**src/rtl/countdown_pkg.sv**
```systemverilog
// Shared types for the countdown display path: controller states, BCD digit type
// and the saturating two-digit BCD decrement.
package countdown_pkg;

    typedef enum logic [1:0] {IDLE, RUN, PAUSE, DONE} cd_state_t;

    typedef logic [3:0] bcd_t;

    localparam bcd_t BCD_MAX = 4'd9;

    // Returns {tens, units} one count lower; 00 saturates rather than wrapping to 99.
    function automatic logic [7:0] bcd_dec(input bcd_t h, input bcd_t l);
        if (l != 4'd0)
            return {h, l - 4'd1};
        else if (h != 4'd0)
            return {h - 4'd1, BCD_MAX};
        else
            return 8'h00;
    endfunction

endpackage

```
**src/rtl/tick_prescaler.sv**
```systemverilog
// Divides the system clock down to one tick per CLK_DIV enabled cycles; the count
// freezes while disabled so a paused step resumes with its phase intact.
module tick_prescaler #(
    parameter int CLK_DIV = 50_000_000
) (
    input  logic clock,
    input  logic reset,
    input  logic enable,
    input  logic restart,
    output logic tick
);

    localparam int W = $clog2(CLK_DIV);
    localparam logic [W-1:0] LAST = W'(CLK_DIV - 1);

    logic [W-1:0] cnt;

    assign tick = enable && (cnt == LAST);

    always_ff @(posedge clock or negedge reset) begin
        if (!reset)
            cnt <= '0;
        else if (restart)
            cnt <= '0;
        else if (enable)
            cnt <= tick ? '0 : cnt + 1'b1;
    end

endmodule

```
**src/rtl/countdown_ctrl.sv**
```systemverilog
// Two-digit BCD countdown controller: start/pause/clear sequencing, one decrement per
// prescaled tick, done flag when the display reaches 00.
module countdown_ctrl
    import countdown_pkg::*;
#(
    parameter int CLK_DIV = 50_000_000,
    parameter int INIT_H  = 1,
    parameter int INIT_L  = 5
) (
    input  logic clock,
    input  logic reset,
    input  logic start,
    input  logic pause,
    input  logic clear,
    output bcd_t TimeH,
    output bcd_t TimeL,
    output logic running,
    output logic done
);

    if (INIT_H > 9 || INIT_L > 9) begin : g_bad_init
        $error("countdown_ctrl: INIT_H/INIT_L must be BCD digits 0..9");
    end
    if (CLK_DIV < 2) begin : g_bad_div
        $error("countdown_ctrl: CLK_DIV must be at least 2");
    end

    localparam bcd_t RELOAD_H  = 4'(INIT_H);
    localparam bcd_t RELOAD_L  = 4'(INIT_L);
    localparam logic INIT_ZERO = (INIT_H == 0) && (INIT_L == 0);

    cd_state_t state;
    logic      tick;
    logic      restart;

    // Fresh runs (from IDLE/DONE) and aborts start the second from zero; resume from
    // PAUSE deliberately does not.
    assign restart = clear || (start && (state == IDLE || state == DONE));

    tick_prescaler #(.CLK_DIV(CLK_DIV)) u_prescaler (
        .clock   (clock),
        .reset   (reset),
        .enable  (state == RUN),
        .restart (restart),
        .tick    (tick)
    );

    always_ff @(posedge clock or negedge reset) begin
        if (!reset) begin
            state   <= IDLE;
            TimeH   <= RELOAD_H;
            TimeL   <= RELOAD_L;
            running <= 1'b0;
            done    <= 1'b0;
        end else if (clear) begin
            state   <= IDLE;
            TimeH   <= RELOAD_H;
            TimeL   <= RELOAD_L;
            running <= 1'b0;
            done    <= 1'b0;
        end else begin
            case (state)
                IDLE, DONE: begin
                    if (start) begin
                        TimeH <= RELOAD_H;
                        TimeL <= RELOAD_L;
                        if (INIT_ZERO) begin
                            state   <= DONE;
                            running <= 1'b0;
                            done    <= 1'b1;
                        end else begin
                            state   <= RUN;
                            running <= 1'b1;
                            done    <= 1'b0;
                        end
                    end
                end
                RUN: begin
                    // start outranks pause, and start means nothing in RUN
                    if (tick) begin
                        {TimeH, TimeL} <= bcd_dec(TimeH, TimeL);
                        if (TimeH == 4'd0 && TimeL <= 4'd1) begin
                            state   <= DONE;
                            running <= 1'b0;
                            done    <= 1'b1;
                        end else if (pause && !start) begin
                            state   <= PAUSE;
                            running <= 1'b0;
                        end
                    end else if (pause && !start) begin
                        state   <= PAUSE;
                        running <= 1'b0;
                    end
                end
                PAUSE: begin
                    if (start || pause) begin
                        state   <= RUN;
                        running <= 1'b1;
                    end
                end
                default: begin
                    state   <= IDLE;
                    running <= 1'b0;
                    done    <= 1'b0;
                end
            endcase
        end
    end

endmodule

```
**config.mk**
```make
export PLATFORM = sky130hd
export DESIGN_NAME = countdown_ctrl
export DESIGN_NICKNAME = d
export VERILOG_FILES = /design/src/rtl/countdown_pkg.sv /design/src/rtl/tick_prescaler.sv /design/src/rtl/countdown_ctrl.sv
export SDC_FILE = /design/constraint.sdc
export NUM_CORES = 1
export LEC_CHECK = 0
export CAP_MARGIN = 20
export CORE_ASPECT_RATIO = 0.8
export CORE_MARGIN = 8
export CORE_UTILIZATION = 52
export CTS_CLUSTER_SIZE = 8
export DETAILED_ROUTE_END_ITERATION = 10
export HOLD_SLACK_MARGIN = 0.08
export PLACE_DENSITY = 0.74
export SETUP_SLACK_MARGIN = 0.05
export SLEW_MARGIN = 20
export SYNTH_ARGS = -nofsm -noshare
export SYNTH_HDL_FRONTEND = slang
export SYNTH_HIERARCHICAL = 1
export SYNTH_SLANG_ARGS = --single-unit
export TNS_END_PERCENT = 1
```
**constraint.sdc**
```tcl
create_clock -name clock -period 4.4 [get_ports clock]
set_input_delay 0.88 -clock clock [delete_from_list [all_inputs] [get_ports clock]]
set_output_delay 0.88 -clock clock [all_outputs]
set_load 0.01 [all_outputs]
```
# Word-level counts from Yosys, hierarchy flattened
# Index checks and enable logic that the tools add are counted.
[classes] addsub=3 magnitude_cmp=1 n_eq_ne=9 muxes=32 reduce_logical=19
[ops] operator="26-bit two-way mux" n=3
[ops] operator="26-bit by 1-bit adder with 26-bit output, second input constant" n=1
[ops] operator="26-bit == test, second input constant" n=1
[ops] operator="4-bit two-way mux" n=6
[ops] operator="8-bit two-way mux" n=2
[ops] operator="4-bit one-hot mux with 2 select lines" n=2
[ops] operator="3-bit inequality test, second input constant" n=5
[ops] operator="2-bit two-way mux" n=6
[ops] operator="1-bit two-way mux" n=10
[ops] operator="4-bit AND reduction" n=2
[ops] operator="4-bit nonzero test" n=2
[ops] operator="4-bit by 1-bit subtractor with 4-bit output, second input constant" n=2
[ops] operator="2-bit one-hot mux with 3 select lines" n=1
[ops] operator="2-bit == test, second input constant" n=2
[ops] operator="4-bit by 1-bit less-or-equal comparator with 1-bit output, second input constant" n=1
[ops] operator="1-bit logical AND" n=4
[ops] operator="4-bit zero test" n=1
[ops] operator="1-bit logical OR" n=3
[ops] operator="1-bit one-hot mux with 3 select lines" n=1
[ops] operator="3-bit AND reduction" n=1
[ops] operator="3-bit nonzero test" n=1
[ops] operator="2-bit by 1-bit == test with 1-bit output, second input constant" n=1
[ops] operator="2-bit zero test" n=1
[ops] operator="1-bit one-hot mux with 2 select lines" n=1
[ops] operator="other kinds (4)" n=4
[totals] register_bits=38 in_bits=5 out_inout_bits=10 elab_cells=70

# Logic depth before layout (Yosys ltp)
# Gate-level depths: netlist (run 1).
[logic_depth] word_depth=7 mapped_depth=10 mapped_depth_nobuf=9

# Modules after synthesis
# Netlist (run 1), hierarchy kept.
[by_module_without_submodules] mod="tick_prescaler" n_inst=1 cells_per_inst=155 area_each_um2=1462.7 seq_area_each_um2=650.6
[by_module_without_submodules] mod="countdown_ctrl" n_inst=1 cells_per_inst=82 area_each_um2=764.5 seq_area_each_um2=304.0

# Least setup slack after synthesis (run 1)
# No wires, ideal clock.
[synth_timing] path_kind="input to register" startpoint="input start" endpoint="register u_prescaler.cnt[18]" setup_ns=0.078 t_arrival_ns=2.391 required_time_ns=4.322 setup_slack_ns=1.931 cell_stages=6 n_path_buf=1 cell_sequence="a21o_1 > o2111ai_4 > or4b_4 > buf_6 > or3_1 > a21oi_1"
[synth_via] elab_chain_len=3 word_cells_on_any_way=4 classes_between="mux (1); reduce/logical (3)"
[synth_rtl] item="start, declared" line="countdown_ctrl.sv:12" text="input logic start,"
[synth_rtl] item="1-bit logical AND *" line="countdown_ctrl.sv:38" text="assign restart = clear || (start && (state == IDLE || state == DONE));"
[synth_rtl] item="1-bit logical OR *" line="countdown_ctrl.sv:38"
[synth_rtl] item="26-bit two-way mux or 2-bit nonzero test (tied branches)"
[synth_rtl] item="end signal, assigned" line="tick_prescaler.sv:26" text="cnt <= tick ? '0 : cnt + 1'b1;"
[synth_rtl] item="end, declared" line="tick_prescaler.sv:16" text="logic [W-1:0] cnt;"
# Every way passes the cells marked *; elsewhere a longest branch is shown, timed or not.
# A chain may end at the register's enable or synchronous reset.

# Worst setup path after layout (run 1)
[layout_timing] startpoint="register state[1]" endpoint="register TimeH[2]"
[layout_via] elab_chain_len=4 word_cells_on_any_way=12 classes_between="eq/ne (5); mux (2); reduce/logical (5)"
[layout_rtl] item="start, declared" line="countdown_ctrl.sv:32" text="cd_state_t state;"
[layout_rtl] item="start signal, assigned" line="countdown_ctrl.sv:50" text="state <= IDLE;"
[layout_rtl] item="start signal, assigned" line="countdown_ctrl.sv:56" text="state <= IDLE;"
[layout_rtl] item="start signal, assigned" line="countdown_ctrl.sv:68" text="state <= DONE;"
[layout_rtl] item="2-bit by 1-bit == test with 1-bit output" line="countdown_ctrl.sv:43" text=".enable (state == RUN),"
[layout_rtl] item="1-bit logical AND" line="tick_prescaler.sv:18" text="assign tick = enable && (cnt == LAST);"
[layout_rtl] item="via tick" line="countdown_ctrl.sv:33" text="logic tick;"
[layout_rtl] item="3-bit inequality test (no line)"
[layout_rtl] item="4-bit AND reduction (no line)"
[layout_rtl] item="end signal, assigned" line="countdown_ctrl.sv:81" text="{TimeH, TimeL} <= bcd_dec(TimeH, TimeL);"
[layout_rtl] item="end, declared" line="countdown_ctrl.sv:15" text="output bcd_t TimeH,"
# The timed path passes the listed nets, and every way through them passes these cells.

==> reports/qor.yml, run 1 <==
nFillCells: 380
finalNetCount: 262
synth_flop_cell: "dfrtp_1"
fmax_mhz: 331.2
power_frac_comb_pct: 10.1
p_per_area_nw_per_um2: 271.0
cts_resized: 0
syn_area_per_cell_um2: 9.397
areaGrowthSynthToFinish_pct: 12.08
drc: 0
rsz0062_at_grt: "false"
p_leak_nw: 0.9600
worstMarginPinSlew_ns: 0.8315
placement_rows: 21
die_x_um: 89.17
io_buffers: 14
seqPwrFrac_pct: 53.1
cts_sinks: 38
synth_nets: 247
cts_htree_levels: 2
hpwl_mm: 3.328
synth-edff-count: 0
synth.area.top_cells: "dfrtp_1 39%, a21oi_1 4.9%, o21ai_0 3.6%"
vias: 1868
place_congestion: 0.8386
regArea_um2: 954.7
clockBufferDepth: 2
yosysWarnings: 6
utilization_pct: 60.13
clock_skew_ns: 0.004074
setup_violations: 0
n_antenna_cell: 0
synthMuxAreaShare_pct: 0.8989
cts_root_buffer: "clkbuf_8"
synthArstFlopShare_pct: 100.0
ys_ff_latch: 38
path_max_fanout: 18
ctsHoldBuffers: 0
ys_seq_area_share_pct: 42.87
cp_cell_sequence: "inv_1, ha_1, and4_2, nand4_1, nor2_1, nor2b_1, o21bai_1, a2bb2oi_1, a211o_1"
synth_xor_area_share_pct: 3.539
pre_cts_ws_ns: 1.173
worst_slack_ns: 1.381
power_switching_mw: 0.1731
finalSetupTns_ns: 0
grt_max_degree: 39
io_pins: 15
crit_slowest_cell: "ha_1"
dp_cells: 302
core_area_um2: 4151
syn_inst: 237
finalMaxSlewViolations: 0
maxCapViolations: 0
finalHoldViolations: 0
synth_area_um2: 2227
swShare_pct: 25.58
crit_type: "flip-flop to flip-flop"
worstSetupStartpointType: "flip-flop"
status: "completed"
stdcell_count: 310
synth_simple_gate_area_share_pct: 27.47
internal_power_mw: 0.5035
routed_wl_mm: 4.900
pwr-share-clk_pct: 36.8
worstPathArrival_ns: 3.19
drtPass1Iterations: 4
antenna_found_initial: 0
min_period_ns: 3.019
finalCritPeriodShare_pct: 68.62
grt_pass1_wl_mm: 8.217
drt-initial-drc-count: 93
die_area_um2: 6646
clock_latency_ns: 0.29
antenna_left: 0
ys_types: 53
via_per_inst: 6.026
track_usage_pct: 16.24
synth-adder-area-share_pct: 2.809
grt-ovfl-total: 0
cts.clk_slew.worst_paths_ns: 0.07
max_slew_margin_pct: 44.57
worstSetupEndpointType: "flip-flop"
die_h_um: 74.54
post_cts_buffers: 0
synth-compound-area-share_pct: 19.27
synth_top_family_by_area: "simple AND/OR/NAND/NOR gates"
wl_per_cell_um: 15.81
final_layout_size_suffix_gt1_share_pct: 9.091
first_global_vias: 1704
cts-buffers-inserted: 5
yosysTopAreaCell: "dfrtp_1"
multi_input_area_um2: 1202
hold_path.class: "flip-flop to flip-flop"
cts_tree: "built"
peakVddDrop_mv: 0.2408
critPathMaxStageDelay_ns: 0.52
required_ns: 4.57
yosysTopAreaCellShare_pct: 39.33
initial_core_util_pct: 53.65
-- cell usage in the layout (no fill, tap or decap), drive strengths merged, types with 3 or more instances in the layout --
cell,instances
a21oi,22
and3,4
and4,6
clkbuf,7
clkdlybuf4s50,13
dfrtp,35
dfstp,3
ha,5
inv,9
nand2,14
nand2b,4
nand3,8
nand4,10
nor2,15
nor2b,5
nor3,8
o21ai,16
o31ai,7
or3,10
or4,9
xnor2,5
xor2,4
-- state kept, by name, summed over array words and instances, names as in the netlist --
name	cells
u_prescaler/cnt	26
TimeH	4
TimeL	4
state	2
done	1
running	1
-- cells in the mapped netlist (4+ instances only) --
master,count
a21oi_1,22
and4_1,5
clkbuf_1,4
dfrtp_1,35
ha_1,5
inv_1,9
nand2_1,14
nand2b_1,4
nand3_1,7
nand4_1,10
nor2_1,15
nor2b_1,5
nor3_1,7
o21ai_0,16
o31ai_1,7
or3_1,8
or4_1,8
xnor2_1,5
xor2_1,4
-- cells by family after synthesis --
| group | Yosys count |
|---|---|
| and+or+nand+nor | 102 |
| AOI/OAI and AO/OA | 65 |
| DFF | 38 |
| buffers and inverters | 16 |
| xor gates and xnor gates | 9 |
| adders and majority gates | 5 |
| muxes | 2 |
-- power by group through the flow --
| stage | logic, mW | clock network, mW | registers, mW |
|---|---|---|---|
| 3_5_place_dp | 0.0681 | 0 | 0.366 |
| 6_report | 0.0686 | 0.249 | 0.359 |
| 4_1_cts | 0.0687 | 0.257 | 0.359 |
| 2_1_floorplan | 0.0454 | 0 | 0.363 |
| 3_3_place_gp | 0.0672 | 0 | 0.366 |
| 5_1_grt | 0.0770 | 0.268 | 0.360 |
-- stage by stage --
step | cell area [um2] | total power [mW] | hold WS, ns
after floorplan | 2227 | 0.4085 | 0.5078
after global placement | 2405 | 0.4329 | 0.5138
after detailed placement | 2405 | 0.4338 | 0.5091
after CTS | 2496 | 0.6851 | 0.5206
after global routing | 2496 | 0.7043 | 0.5392
final | 2496 | 0.6766 | 0.5182
-- final timing paths --
check,start,to,slack (ns),cells past startpoint
setup / recovery,state[1],TimeH[2],1.38,9
hold / removal,TimeL[2],TimeL[2],0.52,2
setup reg to reg,state[1],TimeH[2],1.38,9
hold reg to reg,TimeL[2],TimeL[2],0.52,2
max in group asynchronous,reset,u_prescaler/cnt[13],3.19,1
min in group asynchronous,reset,u_prescaler/cnt[7],0.68,1
-- critical path, delay by kind of cell (launching register included) --
family,cells,cell delay (ns)
AOI/OAI and AO/OA,3,0.96
and+or+nand+nor,4,0.96
buffers and inverters,1,0.07
DFF,1,0.38
adders and majority gates,1,0.52
-- per-layer routing --
layer / wire length, um / track usage (%)
met5: 0 / 0
met4: 81 / 7.904
met3: 200 / 3.642
met2: 2169 / 23.87
met1: 2448 / 21.98
-- cell type report --
cell class	count	area share (%)
Sequential cell	38	38.25
Clock inverter	1	0.2005
Timing Repair Buffer	15	5.714
Inverter	9	1.353
Tap cell	57	2.857
Clock buffer	7	3.459
Multi-Input combinational cell	183	48.17
No activity file was read; power rests on OpenSTA's default activity.
==> run 2, diff against run 1 <==
Clock period 4.4 ns to 2.9 ns, I/O delays scaled along.
==> reports/qor.yml, run 2 (synthesis gave the netlist of run 1 again) <==
worstMarginPinSlew_ns: 0.8348  # was 0.8315 ns
areaGrowthSynthToFinish_pct: 14.78  # was 12.08%
antenna_found_initial: 0  # unchanged
initial_core_util_pct: 53.65  # unchanged
fin_area_um2: 2556  # was 2496 um2
track_usage_pct: 16.62  # was 16.24%
core_area_um2: 4151  # unchanged
maxCapViolations: 0  # unchanged
r2r_end: "u_prescaler/cnt[24]"  # was TimeH[2]
finalHoldViolations: 0  # unchanged
worstPathArrival_ns: 2.64  # was 3.19 ns
required_ns: 3.12  # was 4.57 ns
utilization_pct: 61.57  # was 60.13%
die_h_um: 74.54  # unchanged
status: "completed"  # unchanged
drt-initial-drc-count: 138  # was 93
regMostFlops: "u_prescaler/cnt"  # unchanged
worstSetupStartpointType: "input port"  # was flip-flop
cp_cell_sequence: "clkdlybuf4s50_1, a21o_1, o2111ai_4, or4b_4, or4_1, a21oi_1"  # was inv_1, ha_1, and4_2, nand4_1, nor2_1, nor2b_1, o21bai_1, a2bb2oi_1, a211o_1
critPathLaunch: "start"  # was state[1]
r2r_start: "state[0]"  # was state[1]
min_period_ns: 2.418
path_delay_family: "simple AND/OR/NAND/NOR gates"  # unchanged
crit_type: "input port to flip-flop"  # was flip-flop to flip-flop
first_global_vias: 1817  # was 1,704
grt-ovfl-total: 0  # unchanged
hpwl_mm: 3.441  # was 3.328 mm
ctsHoldBuffers: 0  # unchanged
place_congestion: 0.7933  # was 0.8386
grt_max_degree: 39  # unchanged
cts_htree_levels: 2  # unchanged
reg2reg_slack_ns: 0.50  # was 1.38 ns
post_dp_cell_area_um2: 2465  # was 2405 um2
path_max_fanout: 12  # was 18
top_regs: "u_prescaler/cnt (26), TimeH (4), TimeL (4)"  # unchanged
fmax_mhz: 413.6
largest_reg_flops: 26  # unchanged
worstSetupEndpointType: "flip-flop"  # unchanged
post_cts_buffers: 0  # unchanged
max_slew_margin_pct: 44.35  # was 44.57%
final_layout_size_suffix_gt1_share_pct: 11.88  # was 9.091%
die_area_um2: 6646  # unchanged
placement_rows: 21  # unchanged
critPathMaxStageDelay_ns: 0.61  # was 0.52 ns
routed_wl_mm: 4.878  # was 4.900 mm
finalCritPeriodShare_pct: 83.37
cts-buffers-inserted: 5  # unchanged
p_leak_nw: 0.9985  # was 0.9600 nW
vias: 1880  # was 1,868
layout_commonest_cell: "dfrtp_1"  # unchanged
p_per_area_nw_per_um2: 407.4  # was 271.0 nW/um2
n_antenna_cell: 0  # unchanged
wl_per_cell_um: 15.34  # was 15.81 um
reg2reg_depth: 7  # was 9
cts_resized: 0  # unchanged
finalNetCount: 270  # was 262
hold_path.class: "input port to asynchronous set/reset pin"  # was flip-flop to flip-flop
grt_pass1_wl_mm: 8.556  # was 8.217 mm
cts_tree: "built"  # unchanged
via_per_inst: 5.912  # was 6.026
cts_root_buffer: "clkbuf_8"  # unchanged
final_cell_mix: "35 x dfrtp_1, 22 x a21oi_1, 16 x o21ai_0, 15 x nor2_1, 14 x nand2_1"  # unchanged
clock_skew_ns: 0.006946  # was 0.004074 ns
finalMaxSlewViolations: 0  # unchanged
clockBufferDepth: 2  # unchanged
rsz0062_at_grt: "false"  # unchanged
crit_slowest_cell: "or4b_4"  # was ha_1
drtPass1Iterations: 4  # unchanged
io_buffers: 14  # unchanged
endpoint: "u_prescaler/cnt[24]"  # was TimeH[2]
setup_violations: 0  # unchanged
clock_latency_ns: 0.30  # was 0.29 ns
cts_sinks: 38  # unchanged
peakVddDrop_mv: 0.3975  # was 0.2408 mV
finalSetupTns_ns: 0  # unchanged
drc: 0  # unchanged
power_mw: 1.041  # was 0.6766 mW
die_x_um: 89.17  # unchanged
cts.clk_slew.worst_paths_ns: 0.07  # about the same
cp_num_cells: 6  # was 9
antenna_left: 0  # unchanged
io_pins: 15  # unchanged
crit_buf_inv: 1  # unchanged
==> run 2: cell count changes in the layout (fill, tap and decap cells not counted), sizes merged <==
cell,previous run,this run
buf,2,10
==> run 2: layout make-up <==
cell class,count,area [um2]
clock buffers,7,86.33
clock inverters,1,5.005
fillers,381,1595
inverters,9,33.78
multi-input cells,183,1202
flip-flops and latches,38,954.7
well taps,57,71.32
repair buffers,23,202.7
==> run 2: worst min path at each step <==
stage | start | end | slack (ns) | cells past startpoint
6_report | reset | u_prescaler/cnt[8] | 0.38 | 1
5_1_grt | reset | u_prescaler/cnt[22] | 0.47 | 1
4_1_cts | reset | TimeL[3] | 0.41 | 1
3_5_place_dp | TimeL[2] | TimeL[2] | 0.51 | 2
3_3_place_gp | TimeL[2] | TimeL[2] | 0.51 | 2
2_1_floorplan | reset | TimeH[1] | 0.28 | 0
==> run 2: metal layers <==
metal	part of all wire (%)	track usage (%)
met5	0	0
met2	45	23.79
met1	50	23.27
met3	4.9	4.967
met4	0.39	5.147
==> run 2: metrics by stage <==
step	instances	setup WS (ns)	hold slack, ns
2_1_floorplan	237	0.4781	0.2844
3_3_place_gp	310	0.2431	0.5135
3_5_place_dp	310	0.1541	0.5121
4_1_cts	318	0.4622	0.4131
5_1_grt	318	0.3942	0.4714
6_report	318	0.4821	0.3791
==> run 2: report_power, final <==
part	leakage (nW)	internal, mW	switching (mW)
logic	0.433	0.0460	0.0750
clock network	0.0482	0.192	0.189
registers	0.517	0.536	0.00367
